==> src/rtl/rr_arb_lock.sv <==
// rr_arb_lock: round-robin arbiter with per-requester grant locking.
//
// A one-hot priority pointer selects where the cyclic search for the next
// requester starts. A granted requester may hold the grant for extra
// accepted beats by asserting its lock bit, bounded by MAX_LOCK (0 means
// unbounded). On release, the pointer moves one past the released holder and
// a new grant is chosen in the same cycle, so back-to-back grants have no
// bubble. All outputs come straight from flops.
//
// Ports
//   clk_i         : clock, rising edge
//   rst_i         : synchronous active-high reset
//   req_i         : request vector, bit n = requester n
//   lock_i        : bit n asks to keep the grant past the current beat
//   gnt_ready_i   : downstream accepts the current grant this cycle
//   grant_o       : registered one-hot grant (or zero)
//   grant_idx_o   : binary index of grant_o (0 when no grant)
//   grant_valid_o : high exactly when grant_o is nonzero
module rr_arb_lock #(
  parameter int ARB_WIDTH = 8,
  parameter int MAX_LOCK  = 4,
  localparam int IDX_W    = $clog2(ARB_WIDTH)
) (
  input  logic                 clk_i,
  input  logic                 rst_i,
  input  logic [ARB_WIDTH-1:0] req_i,
  input  logic [ARB_WIDTH-1:0] lock_i,
  input  logic                 gnt_ready_i,
  output logic [ARB_WIDTH-1:0] grant_o,
  output logic [IDX_W-1:0]     grant_idx_o,
  output logic                 grant_valid_o
);

  // With an unbounded lock the counter is never consulted; one bit suffices.
  localparam int CNT_W = (MAX_LOCK > 0) ? $clog2(MAX_LOCK + 1) : 1;

  typedef enum logic {IDLE, BUSY} state_t;

  state_t                 state_q, state_d;
  logic [ARB_WIDTH-1:0]   pri_q, pri_d;
  logic [ARB_WIDTH-1:0]   grant_q, grant_d;
  logic [IDX_W-1:0]       grant_idx_q, grant_idx_d;
  logic                   grant_valid_q, grant_valid_d;
  logic [CNT_W-1:0]       lock_cnt_q, lock_cnt_d;

  // First set bit of req searching cyclically upward from the one-hot pri
  // position, pri position included. Zero when req is zero.
  function automatic logic [ARB_WIDTH-1:0] rr_pick(
    input logic [ARB_WIDTH-1:0] req,
    input logic [ARB_WIDTH-1:0] pri
  );
    logic [ARB_WIDTH-1:0] res;
    logic                 found;
    int                   k;
    res   = '0;
    found = 1'b0;
    for (int p = 0; p < ARB_WIDTH; p++) begin
      if (pri[p]) begin
        for (int i = 0; i < ARB_WIDTH; i++) begin
          k = (p + i) % ARB_WIDTH;
          if (!found && req[k]) begin
            res[k] = 1'b1;
            found  = 1'b1;
          end
        end
      end
    end
    return res;
  endfunction

  function automatic logic [IDX_W-1:0] onehot_to_idx(
    input logic [ARB_WIDTH-1:0] oh
  );
    logic [IDX_W-1:0] idx;
    idx = '0;
    for (int i = 0; i < ARB_WIDTH; i++) begin
      if (oh[i]) idx = idx | IDX_W'(i);
    end
    return idx;
  endfunction

  logic                 accept;
  logic                 lock_ok;
  logic                 cnt_room;
  logic [ARB_WIDTH-1:0] pri_rot;
  logic [ARB_WIDTH-1:0] pick_idle;
  logic [ARB_WIDTH-1:0] pick_next;

  always_comb begin
    accept    = grant_valid_q && gnt_ready_i;
    cnt_room  = (MAX_LOCK == 0) || (lock_cnt_q < CNT_W'(MAX_LOCK));
    lock_ok   = lock_i[grant_idx_q] && req_i[grant_idx_q] && cnt_room;
    // Pointer lands just past the releasing holder, so it is searched last.
    pri_rot   = {grant_q[ARB_WIDTH-2:0], grant_q[ARB_WIDTH-1]};
    pick_idle = rr_pick(req_i, pri_q);
    pick_next = rr_pick(req_i, pri_rot);

    state_d       = state_q;
    pri_d         = pri_q;
    grant_d       = grant_q;
    grant_idx_d   = grant_idx_q;
    grant_valid_d = grant_valid_q;
    lock_cnt_d    = lock_cnt_q;

    case (state_q)
      IDLE: begin
        if (req_i != '0) begin
          grant_d       = pick_idle;
          grant_idx_d   = onehot_to_idx(pick_idle);
          grant_valid_d = 1'b1;
          state_d       = BUSY;
        end
      end
      BUSY: begin
        if (accept) begin
          if (lock_ok) begin
            // Unbounded locks saturate instead of wrapping.
            if (lock_cnt_q != '1) lock_cnt_d = lock_cnt_q + 1'b1;
          end else begin
            pri_d         = pri_rot;
            lock_cnt_d    = '0;
            grant_d       = pick_next;
            grant_idx_d   = onehot_to_idx(pick_next);
            grant_valid_d = (req_i != '0);
            state_d       = (req_i != '0) ? BUSY : IDLE;
          end
        end
      end
      default: state_d = IDLE;
    endcase
  end

  always_ff @(posedge clk_i) begin
    if (rst_i) begin
      state_q       <= IDLE;
      pri_q         <= ARB_WIDTH'(1);
      grant_q       <= '0;
      grant_idx_q   <= '0;
      grant_valid_q <= 1'b0;
      lock_cnt_q    <= '0;
    end else begin
      state_q       <= state_d;
      pri_q         <= pri_d;
      grant_q       <= grant_d;
      grant_idx_q   <= grant_idx_d;
      grant_valid_q <= grant_valid_d;
      lock_cnt_q    <= lock_cnt_d;
    end
  end

  assign grant_o       = grant_q;
  assign grant_idx_o   = grant_idx_q;
  assign grant_valid_o = grant_valid_q;

endmodule

==> config.mk <==
export PLATFORM = sky130hd
export DESIGN_NAME = rr_arb_lock
export DESIGN_NICKNAME = d
export VERILOG_FILES = /design/src/rtl/rr_arb_lock.sv
export SDC_FILE = /design/constraint.sdc
export NUM_CORES = 1
export LEC_CHECK = 0
export BUFFER_PORTS_ARGS = -buffer_cell sky130_fd_sc_hd__buf_2
export CORE_ASPECT_RATIO = 1.4
export CORE_MARGIN = 1.5
export CORE_UTILIZATION = 50
export CTS_CLUSTER_DIAMETER = 60
export CTS_CLUSTER_SIZE = 25
export DETAILED_ROUTE_END_ITERATION = 7
export PLACE_DENSITY = 0.67
export SYNTH_ARGS = -nofsm -noshare
export SYNTH_HDL_FRONTEND = slang
export SYNTH_SLANG_ARGS = --single-unit
==> constraint.sdc <==
create_clock -name clk_i -period 3.6 [get_ports clk_i]
set_clock_uncertainty 0.05 [all_clocks]
set_input_delay 0.36 -clock clk_i [delete_from_list [all_inputs] [get_ports clk_i]]
set_output_delay 0.36 -clock clk_i [all_outputs]
set_load 0.02 [all_outputs]
==> metrics.md <==
| Metric | Value |
|---|---|
| Most common cell in the netlist | `nor2_1` |
| Initial DRC count | `140` |
| Remaining global-route overflow | `0` |
| Critical Path End Type | `register` |
| EDFF count, synth | `0` |
| Area Overhead vs Synth | `7.43%` |
| Final Hold Viols | `0` |
| Io pins | `31` |
| # setup viols final | `0` |
| Crit share post-route | `72.8%` |
| Post-synth top cells | `nor2_1, nand2_1, a21oi_1, dfxtp_1, o21ai_0` |
| GRT Total Usage | `28.2%` |
| Top-area cell type share of the netlist area | `21.8%` |
| Max-cap check violation count | `0` |
| Cell taking the most area after synthesis | `dfxtp_1` |
| Slew Limit Fails | `0` |
| Gate Count Post-Synth | `297` |
| Clock Latency Late Sink | `0.28 ns` |
| Peak Freq | `382 MHz` |
| Nets@finish | `332` |
| Startpoint Class | `primary input` |
| Crit path kind | `in -> reg` |
| Die H | `81.6 um` |
| Clock slew at reported path FFs | `0.09 ns` |
| Die W | `59.1 um` |
| Synth cell types | `71` |
| Post-synthesis mux area share | `3.75%` |
| Syn avg cell area | `7.42 um^2` |
| Crit Path Max Fanout | `12` |
| Clock Sink Count | `24` |
| Synth Warn # | `0` |
| Post-CTS Setup Repair Bufs | `0` |
| Largest net degree at the start of global routing | `26` |
| CTS tree | `yes` |
| DRT Pass-1 Iters | `4` |
| Hold Crit Class | `in -> reg` |
| Cts hold-fix bufs | `0` |
| Drt wl/cell | `17.6 um` |
| Worst endpoint required time | `3.75 ns` |
| Post-Synth Adder-Cell Area | `1.14%` |
| Initial antenna violation count | `0` |
| Clock Tree Buf Depth | `2` |
| Antenna viol nets, final | `0` |
| RSZ-0062 raised after global routing | `no` |
| Ratio of cells with drive above 1 in the final layout | `20.0%` |
| Main synth FF type | `dfxtp_1` |
| Filler cell count | `411` |
| Top post-synthesis cells by area | `dfxtp_1, nor2_1, a21oi_1` |
| Post-DP Area | `0.00230 mm^2` |
| PwrDens | `310 mW/mm^2` |
| Htree depth | `1` |
| Core box area | `0.00424 mm^2` |
| Die area | `0.00482 mm^2` |
| Via/cell ratio | `6.38` |
| VDD IR max | `0.144 mV` |
| CTS buffer count | `3` |
| Least-Margin Pin Slew | `0.822 ns` |
| Simple-Gate Fraction of Synth Area | `29.6%` |
| Post-CTS Resized | `0` |
| Slew HR | `45.0%` |
| Clock root buffer | `clkbuf_8` |
| Detail Placement HPWL | `4.89 mm` |
| DRC Markers | `0` |
| Final Hold Slack | `0.257 ns` |
| Final cell utilization of the core | `55.9%` |
| Post-synth ARST share | `0%` |
| Compound-cell area share of the yosys netlist | `35.2%` |
| Rows | `28` |
| #FFs+latches synth | `24` |
| Post-route cell area | `0.00237 mm^2` |
| Setup TNS | `0 ns` |
| Total power draw | `733 uW` |
| Vias in the first global route | `2165` |
| Synthesized cell area | `0.00220 mm^2` |
| Via count | `2359` |
| Final WL | `6.52 mm` |
| XOR/XNOR Fraction of Synth Area | `0%` |
| Port bufs | `30` |
| Critical Path AT | `2.77 ns` |
| Largest family of logic cells by synthesized area | `compound AO/OA/AOI/OAI gates` |
| Starting Density | `52.0%` |
| RePlAce Congestion | `0.942` |
| First-pass GRT wire length | `10.4 mm` |
| Leakage | `0.832 nW` |
| Part of the Yosys area used for sequential elements | `21.8%` |
| ANT cells | `0` |
| Period minus WS final | `2.62 ns` |
| Mapped Nets | `318` |
| Status | `finished, final reports clean` |
-- logic make-up after synthesis --
family                     count (synthesis)
muxes                                      7
buffers and inverters                     34
adders and majority gates                  2
and+or+nand+nor                          125
DFF                                       24
AOI/OAI and AO/OA                        105
-- metrics by stage --
step / setup slack (ns) / instances
finish: 0.979 / 370
floorplan: 1.32 / 297
CTS: 1.01 / 370
global placement: 0.754 / 366
detailed placement: 0.738 / 366
global route: 0.773 / 370
-- flip-flops by register name, indices dropped and copies added (netlist names) --
| name | cells |
|---|---|
| grant_o | 8 |
| pri_q | 8 |
| grant_idx_o | 3 |
| lock_cnt_q | 3 |
| grant_valid_o | 1 |
| state_q | 1 |
-- cell usage in the layout (no fill, tap or decap), drive strengths merged, types with 2 or more instances in the layout --
cell type and n:
o211ai 7, nor2 36, inv 11, a31oi 4, nand2 30, o31ai 4
nor2b 8, dfxtp 24, o21bai 4, nand2b 4, nand3 11, nor4b 2
nand4 2, o2111ai 2, or4 2, o21ai 18, a22oi 2, nor3 11
a2111oi 4, nor4 8, a21boi 2, clkbuf 3, o22ai 4, a221oi 3
mux2i 6, and2 2, a211oi 7, ha 2, a311oi 4, buf 32
or2 3, o311ai 2, o32ai 2, a21oi 26, a211o 2, or3 2
-- critical path, cell delays in order --
cell and delay (ns):
buf_2 0.19, or4_1 0.71, nor2_1 0.35, nor2_1 0.11
nor2_1 0.65, a2111oi_0 0.15, a211oi_1 0.25
-- final cells by class --
class | count | area [um^2] | area share, %
flip-flops and latches | 24 | 480 | 20.3
inverters | 11 | 41.3 | 1.74
clock inverters | 1 | 30.0 | 1.27
repair buffers | 32 | 165 | 6.97
multi-input cells | 239 | 1540 | 64.8
well taps | 60 | 75.1 | 3.17
clock buffers | 3 | 41.3 | 1.74
-- layer usage --
| layer | share of wire, % | global-route usage [%] |
|---|---|---|
| met4 | 4.9 | 17.3 |
| met2 | 49 | 47.9 |
| met1 | 40 | 33.9 |
| met3 | 6.0 | 2.20 |
| met5 | 0 | 0 |
-- where the power goes --
| group | internal (mW) | switching, mW |
|---|---|---|
| Clock | 0.149 | 0.101 |
| Combinational | 0.0661 | 0.116 |
| Sequential | 0.277 | 0.0243 |
| Total | 0.492 | 0.241 |
-- path summary, 6_finish.rpt --
path | start | endpoint | slack [ns] | depth (start not counted)
worst min register to register | lock_cnt_q[0] | lock_cnt_q[0] | 0.49 | 3
worst max-delay path | req_i[4] | grant_idx_o[2] | 0.98 | 7
worst min-delay path | gnt_ready_i | grant_valid_o | 0.26 | 2
worst max register to register | grant_idx_o[0] | grant_idx_o[2] | 0.98 | 6
(Power assumes the default switching activity.)
